`config.mk`:
```
export PLATFORM = sky130hd
export DESIGN_NAME = gt_int_serial_ctrl
export DESIGN_NICKNAME = d
export VERILOG_FILES = /design/src/rtl/gt_int_serial_ctrl.sv
export SDC_FILE = /design/constraint.sdc
export NUM_CORES = 1
export LEC_CHECK = 0
export ABC_AREA = 0
export CAP_MARGIN = 20
export CORE_MARGIN = 2
export CORE_UTILIZATION = 28
export DETAILED_ROUTE_END_ITERATION = 10
export PLACE_DENSITY = 0.58
export SYNTH_ARGS = -nofsm -noshare
export SYNTH_HDL_FRONTEND = slang
export SYNTH_SLANG_ARGS = --single-unit
```
`constraint.sdc`:
```
create_clock -name clk -period 3 [get_ports clk]
set_input_delay 0.45 -clock clk [delete_from_list [all_inputs] [get_ports clk]]
set_output_delay 0.45 -clock clk [all_outputs]
set_load 0.02 [all_outputs]
```
`src/rtl/gt_int_serial_ctrl.sv`:
```
// Bit-serial signed "greater than" / equality comparator.
// The sign bit is examined first, then magnitude bits from MSB-1 down to 0.
// The first differing bit decides the result; with EARLY_EXIT set the
// compare finishes as soon as that happens, otherwise it always walks
// every bit so the latency is fixed.
module gt_int_serial_ctrl #(
  parameter int unsigned WIDTH      = 32,
  parameter int unsigned EARLY_EXIT = 1
) (
  input  logic             clk,
  input  logic             rst,
  input  logic             start,
  input  logic [WIDTH-1:0] A,
  input  logic [WIDTH-1:0] B,
  output logic             busy,
  output logic             done,
  output logic             Y,
  output logic             EQ
);

  localparam int unsigned      IDX_W    = $clog2(WIDTH);
  localparam logic [IDX_W-1:0] IDX_TOP  = IDX_W'(WIDTH - 2);
  localparam logic [IDX_W-1:0] IDX_ONE  = IDX_W'(1);
  localparam logic [IDX_W-1:0] IDX_ZERO = IDX_W'(0);
  localparam bit               EE       = (EARLY_EXIT != 0);

  typedef enum logic [1:0] {
    ST_IDLE = 2'd0,
    ST_SIGN = 2'd1,
    ST_SCAN = 2'd2,
    ST_DONE = 2'd3
  } state_t;

  state_t           state_r, state_s;
  logic [WIDTH-1:0] a_r, a_s;
  logic [WIDTH-1:0] b_r, b_s;
  logic [IDX_W-1:0] idx_r, idx_s;
  logic             decided_r, decided_s;
  logic             result_r, result_s;
  logic             busy_r, busy_s;
  logic             done_r, done_s;
  logic             y_r, y_s;
  logic             eq_r, eq_s;
  logic             sign_diff_s;
  logic             bit_diff_s;

  // State and datapath registers; reset wins over everything, including an in-flight compare
  always_ff @(posedge clk) begin
    if (rst) begin
      state_r   <= ST_IDLE;
      a_r       <= {WIDTH{1'b0}};
      b_r       <= {WIDTH{1'b0}};
      idx_r     <= IDX_ZERO;
      decided_r <= 1'b0;
      result_r  <= 1'b0;
      busy_r    <= 1'b0;
      done_r    <= 1'b0;
      y_r       <= 1'b0;
      eq_r      <= 1'b0;
    end else begin
      state_r   <= state_s;
      a_r       <= a_s;
      b_r       <= b_s;
      idx_r     <= idx_s;
      decided_r <= decided_s;
      result_r  <= result_s;
      busy_r    <= busy_s;
      done_r    <= done_s;
      y_r       <= y_s;
      eq_r      <= eq_s;
    end
  end

  // Next-state, serial compare step and next values of the registered outputs
  always_comb begin
    state_s     = state_r;
    a_s         = a_r;
    b_s         = b_r;
    idx_s       = idx_r;
    decided_s   = decided_r;
    result_s    = result_r;
    sign_diff_s = a_r[WIDTH-1] ^ b_r[WIDTH-1];
    bit_diff_s  = a_r[idx_r] ^ b_r[idx_r];

    case (state_r)
      ST_IDLE: begin
        if (start) begin
          a_s       = A;
          b_s       = B;
          decided_s = 1'b0;
          result_s  = 1'b0;
          state_s   = ST_SIGN;
        end else begin
          state_s   = ST_IDLE;
        end
      end
      ST_SIGN: begin
        // Differing sign bits: A > B exactly when B is the negative one
        if (sign_diff_s) begin
          decided_s = 1'b1;
          result_s  = b_r[WIDTH-1];
        end else begin
          decided_s = decided_r;
          result_s  = result_r;
        end
        if (decided_s && EE) begin
          state_s = ST_DONE;
        end else begin
          idx_s   = IDX_TOP;
          state_s = ST_SCAN;
        end
      end
      ST_SCAN: begin
        // Only the first differing magnitude bit may set the result
        if (!decided_r && bit_diff_s) begin
          decided_s = 1'b1;
          result_s  = a_r[idx_r];
        end else begin
          decided_s = decided_r;
          result_s  = result_r;
        end
        if ((decided_s && EE) || (idx_r == IDX_ZERO)) begin
          state_s = ST_DONE;
        end else begin
          idx_s   = idx_r - IDX_ONE;
          state_s = ST_SCAN;
        end
      end
      ST_DONE: begin
        state_s = ST_IDLE;
      end
      default: begin
        state_s = ST_IDLE;
      end
    endcase

    busy_s = (state_s != ST_IDLE);
    done_s = (state_s == ST_DONE);
    if (state_s == ST_DONE) begin
      y_s  = result_s;
      eq_s = ~decided_s;
    end else begin
      y_s  = y_r;
      eq_s = eq_r;
    end
  end

  assign busy = busy_r;
  assign done = done_r;
  assign Y    = y_r;
  assign EQ   = eq_r;

endmodule

```
# --- Word-level counts from Yosys, hierarchy flattened ---
# Cells that the tools add are included.
word_totals:
  register_bits: 77
  output_inout_bits: 4
  word_cells: 51
  input_bits: 67
classes:
  n_addsub: 1
  reduce_logical: 9
  bitwise: 3
  eq_ne: 6
  mux: 21
  order_cmp: 1
op_table:
  columns: ["op", "count"]
  rows:
  - ["two-way mux 1 bit", 13]
  - ["binary-select mux 1 bit (select 5 bit)", 2]
  - ["two-way mux 5 bit", 2]
  - ["case mux 5 bit (2 select lines)", 1]
  - ["case mux 2 bit (4 select lines)", 1]
  - ["== test 2 bit, second input constant", 3]
  - ["less-than comparator 5 x 6 -> 1 bit, second input constant", 1]
  - ["case mux 1 bit (3 select lines)", 2]
  - ["zero test 5 bit", 1]
  - ["subtractor 5 x 1 -> 5 bit, second input constant", 1]
  - ["!= test 2 bit, second input constant", 2]
  - ["nonzero test 2 bit", 2]
  - ["AND reduction 3 bit", 1]
  - ["== test 2 x 1 -> 1 bit, second input constant", 1]
  - ["zero test 2 bit", 1]
  - ["AND reduction 2 bit", 1]
  - ["XOR 1 bit", 2]
  - ["logical AND 1 bit", 1]
  - ["zero test 1 bit", 1]
  - ["logical OR 1 bit", 1]
  - ["NOT 1 bit", 1]

# --- Logic depth before layout (Yosys ltp) ---
depth:
  ltp_word: 10
  ltp_mapped: 10
  mapped_depth_nobuf: 8

# --- Least setup slack after synthesis ---
# Ideal clock, no wire load.
synth_timing:
  path_type: "reg-to-reg"
  start: "register idx_r[0]"
  end: "register y_r (netlist: Y)"
  setup_time_ns: 0.121
  required_time_ns: 2.879
  path_slack_ns: 0.470
  path_buffers: 1
  path_stages_with_launch: 9
  arrival_ns: 2.409
  synth_period_minus_slack_ns: 2.530
  path_cell_list: "dfxtp_1 buf_6 mux4_1 mux2_2 nor3_1 a221o_1 mux2i_2 and3_4 mux2_4"
synth_via:
  elab_chain_cells: 10
  elab_cells_between_ends: 15
  classes_between: "eq/ne (1); mux (10); bitwise (1); reduce/logical (3)"
synth_rtl:
  columns: ["element", "line_no", "source"]
  rows:
  - ["start, declared", "37", "logic [IDX_W-1:0] idx_r, idx_s;"]
  - ["start signal, assigned", "64", "idx_r <= idx_s;"]
  - ["binary-select mux 1 bit (select 5 bit), on equally long branches", "83, 117", null]
  - ["two-way mux 1 bit, on equally long branches", "83, 117", null]
  - ["XOR 1 bit", "83", "bit_diff_s = a_r[idx_r] ^ b_r[idx_r];"]
  - ["logical AND 1 bit", "115", "if (!decided_r && bit_diff_s) begin"]
  - ["two-way mux 1 bit", "115", null]
  - ["two-way mux 1 bit", "85", "case (state_r)"]
  - ["logical OR 1 bit", "122", "if ((decided_s && EE) || (idx_r == IDX_ZERO)) begin"]
  - ["two-way mux 1 bit", "122", null]
  - ["case mux 2 bit (4 select lines)", "85", null]
  - ["== test 2 bit", "139", "if (state_s == ST_DONE) begin"]
  - ["end signal, assigned", "69", "y_r <= y_s;"]
  - ["end, declared", "42", "logic y_r, y_s;"]
# Parallel ways exist; a longest one is shown, timed or not. The select of a mux whose other input is x is not followed.
# A chain may end at the register's enable or synchronous reset.

# --- Worst setup path after layout ---
layout_timing:
  start: "register idx_r[2]"
  end: "register y_r (netlist: Y)"
# The elaborated chain is that of the path after synthesis.

==> results_dict.tcl <==
set metrics [dict create \
    timing.fmax_ghz 0.356 \
    cts_resized 0 \
    required_ps 3230 \
    drive_gt1_share_pct 10.3 \
    synth_top_family_by_area "simple AND/OR/NAND/NOR gates" \
    worstPathArrival_ps 3030 \
    fin_crit_sh_pct 93.5 \
    slew_viol_final 0 \
    area_growth_pct 32.7 \
    peakVddDrop_uv 273 \
    nFillCells 1294 \
    synth_edf_count 0 \
    synth_top_area_share_pct 42.8 \
    yosys_warnings 0 \
    overflow 0 \
    hold_slack_ps 451 \
    hpwl_mm 6.86 \
    setup_viol 0 \
    avgSynthCellArea_um2 8.43 \
    yosysUniqueCellTypes 48 \
    max_slew.worst_pin.slew_ps 608 \
    drc 0 \
    coreArea_um2 12600 \
    drt-total-wl_mm 9.23 \
    ios 71 \
    start_kind "flip-flop" \
    ys_top_cells_by_area "dfxtp_1 43%, nand2_1 14%, a21oi_1 9.9%" \
    synth-compound-area-share_pct 16.4 \
    syn_nets 500 \
    cts.hold.buffers_added 0 \
    hold_viol_final 0 \
    routabilityCongestion 0.875 \
    viasPerCell 4.76 \
    root_buffer "clkbuf_16" \
    ant_nets 0 \
    syn_area_um2 3600 \
    finalWorstPathRequiredPeriod_ps 2810 \
    yosysSeqAreaShare_pct 42.8 \
    die_w_um 117 \
    grt_start_max_net_pins 44 \
    yosysTopAreaCell "dfxtp_1" \
    endpoint "Y" \
    synthCells 427 \
    reg2reg_from "idx_r[2]" \
    setup_tns_ps 0 \
    r2r-end "Y" \
    synth_fa_ha_area_share_pct 2.36 \
    r2r_slack_ps 190 \
    critPathKind "flip-flop to flip-flop" \
    grt_pass1_wl_mm 15.2 \
    antenna_cells 0 \
    drv_cap 0 \
    synthMuxAreaShare_pct 12.5 \
    synth_xor_area_share_pct 0.487 \
    clock_latency_ps 340 \
    cp-end-kind "flip-flop" \
    crit_fanout 11 \
    cts.clk_slew.worst_paths_ps 60 \
    drt_first_pass_iters 4 \
    ys_seq_elements 77 \
    cp-startpoint "idx_r[2]" \
    synth_simple_gate_area_share_pct 20.6 \
    r2r_cells 8 \
    post_cts_buffers 0 \
    first_global_vias 3219 \
    synth_ff_type "dfxtp_1" \
    track_usage_pct 13.7 \
    cts_buffer_depth 2 \
    io_buffers 70 \
    status "finished, final reports clean" \
    power_density_nw_per_um2 833 \
    routedWlPerCell_um 13.8 \
    drt_iter0_markers 162 \
    numCtsBuffers 9 \
    leakage_nw 1.79 \
    slew_headroom_pct 59.4 \
    vias 3183 \
    fin_skew_ps 6.52 \
    rsz0062_at_grt "false" \
    clock-sinks 77 \
    hp-class "flip-flop to flip-flop" \
    initial_utilization_pct 28.6 \
    cts_max_level 3 \
    antenna_found_initial 0 \
    cts_tree "yes" \
    num_rows 41 \
    async_reset_ff_share_pct 0 \
    die_area_um2 13800 \
    layout.nets 564 \
    die_y_um 117 \
]
## cells in the mapped netlist, types with 2 or more instances
cell,instances
dfxtp_1,77
o221ai_1,3
mux2_4,2
nor2b_1,3
o22ai_1,4
mux2_2,5
buf_1,3
nand2b_1,2
ha_1,6
mux4_2,5
nor2_1,6
nand3_1,5
a21oi_1,71
a311oi_2,2
o21ai_0,5
inv_1,13
a31oi_1,2
mux2i_1,8
mux4_1,6
clkbuf_1,20
nor3_1,7
nand2_1,132
xor2_1,2
nand4_1,2
and2_1,5
and3_1,3
buf_2,5
a41o_1,2
o211a_1,2
## state kept, by name (all words and copies together) (netlist names), named ones only
name	cells
busy	1
done	1
b_r	32
EQ	1
idx_r	5
result_r	1
Y	1
state_r	2
a_r	32
## routing by layer
layer	GRT usage, %	vias up	wire length (um)
met5	0	-	0
met2	22.6	60	4320
met3	3.84	14	380
met4	5.57	0	184
li1	-	1603	-
met1	16.7	1506	4340
## cell usage in the layout, fill, tap and decap left out, types with 6 or more instances in the layout
| master | instances |
|---|---|
| nand2_1 | 131 |
| clkbuf_16 | 9 |
| mux4_1 | 6 |
| nor2_1 | 6 |
| nor3_1 | 7 |
| clkdlybuf4s50_1 | 69 |
| mux2i_1 | 8 |
| ha_1 | 6 |
| inv_1 | 13 |
| buf_4 | 10 |
| a21oi_1 | 71 |
| dfxtp_1 | 76 |
## final cells by class
cell class                 instances  area (um2)  share of cell area (%)
multi-input combinational        308        1890                    39.6
sequential                        77        1540                    32.3
timing repair buffer              82         811                    17.0
clock buffer                      10         229                    4.79
tap                              172         215                    4.50
inverter                          13        48.8                    1.02
clock inverter                     6        40.0                   0.838
## how the worst min path moves through the flow
stage | startpoint | end | slack (ps) | cells after the start
global placement | b_r[5] | b_r[5] | 440 | 2
detailed placement | a_r[12] | a_r[12] | 450 | 2
CTS | a_r[12] | a_r[12] | 450 | 2
floorplan | a_r[21] | a_r[21] | 430 | 2
finish | b_r[5] | b_r[5] | 450 | 2
global route | a_r[13] | a_r[13] | 480 | 2
## metrics by stage
step	power (mW)	area [um2]	setup WS [ps]	utilization (%)	cells
after global routing	4.22	4780	79.2	38.0	668
after global placement	2.98	4510	217	35.9	652
after floorplan	2.49	3600	470	-	427
after detailed placement	3.00	4510	129	35.9	652
after CTS	3.99	4780	116	38.0	668
final	3.98	4780	194	38.0	668
## logic make-up (layout without fill, tap and decap cells)
family | Yosys count | count (layout)
xor+xnor | 2 | 2
flops | 77 | 77
fa+ha+maj | 7 | 7
buf+inv | 42 | 111
simple gates | 172 | 172
compound gates | 100 | 100
mux | 27 | 27
## critical path, stage by stage, from the launching register on
cell	delay, ps
dfxtp_1	460
buf_4	250
or3_1	390
o221ai_1	250
o22ai_1	110
a221o_1	420
mux2i_2	270
and3_4	250
mux2_4	300
## power by group
| part | total (mW) | switching (mW) | internal, mW |
|---|---|---|---|
| Combinational | 1.59 | 0.874 | 0.718 |
| Sequential | 1.40 | 0.166 | 1.23 |
| Clock | 0.986 | 0.429 | 0.557 |
| Total | 3.98 | 1.47 | 2.51 |
(Power assumes the default switching activity.)
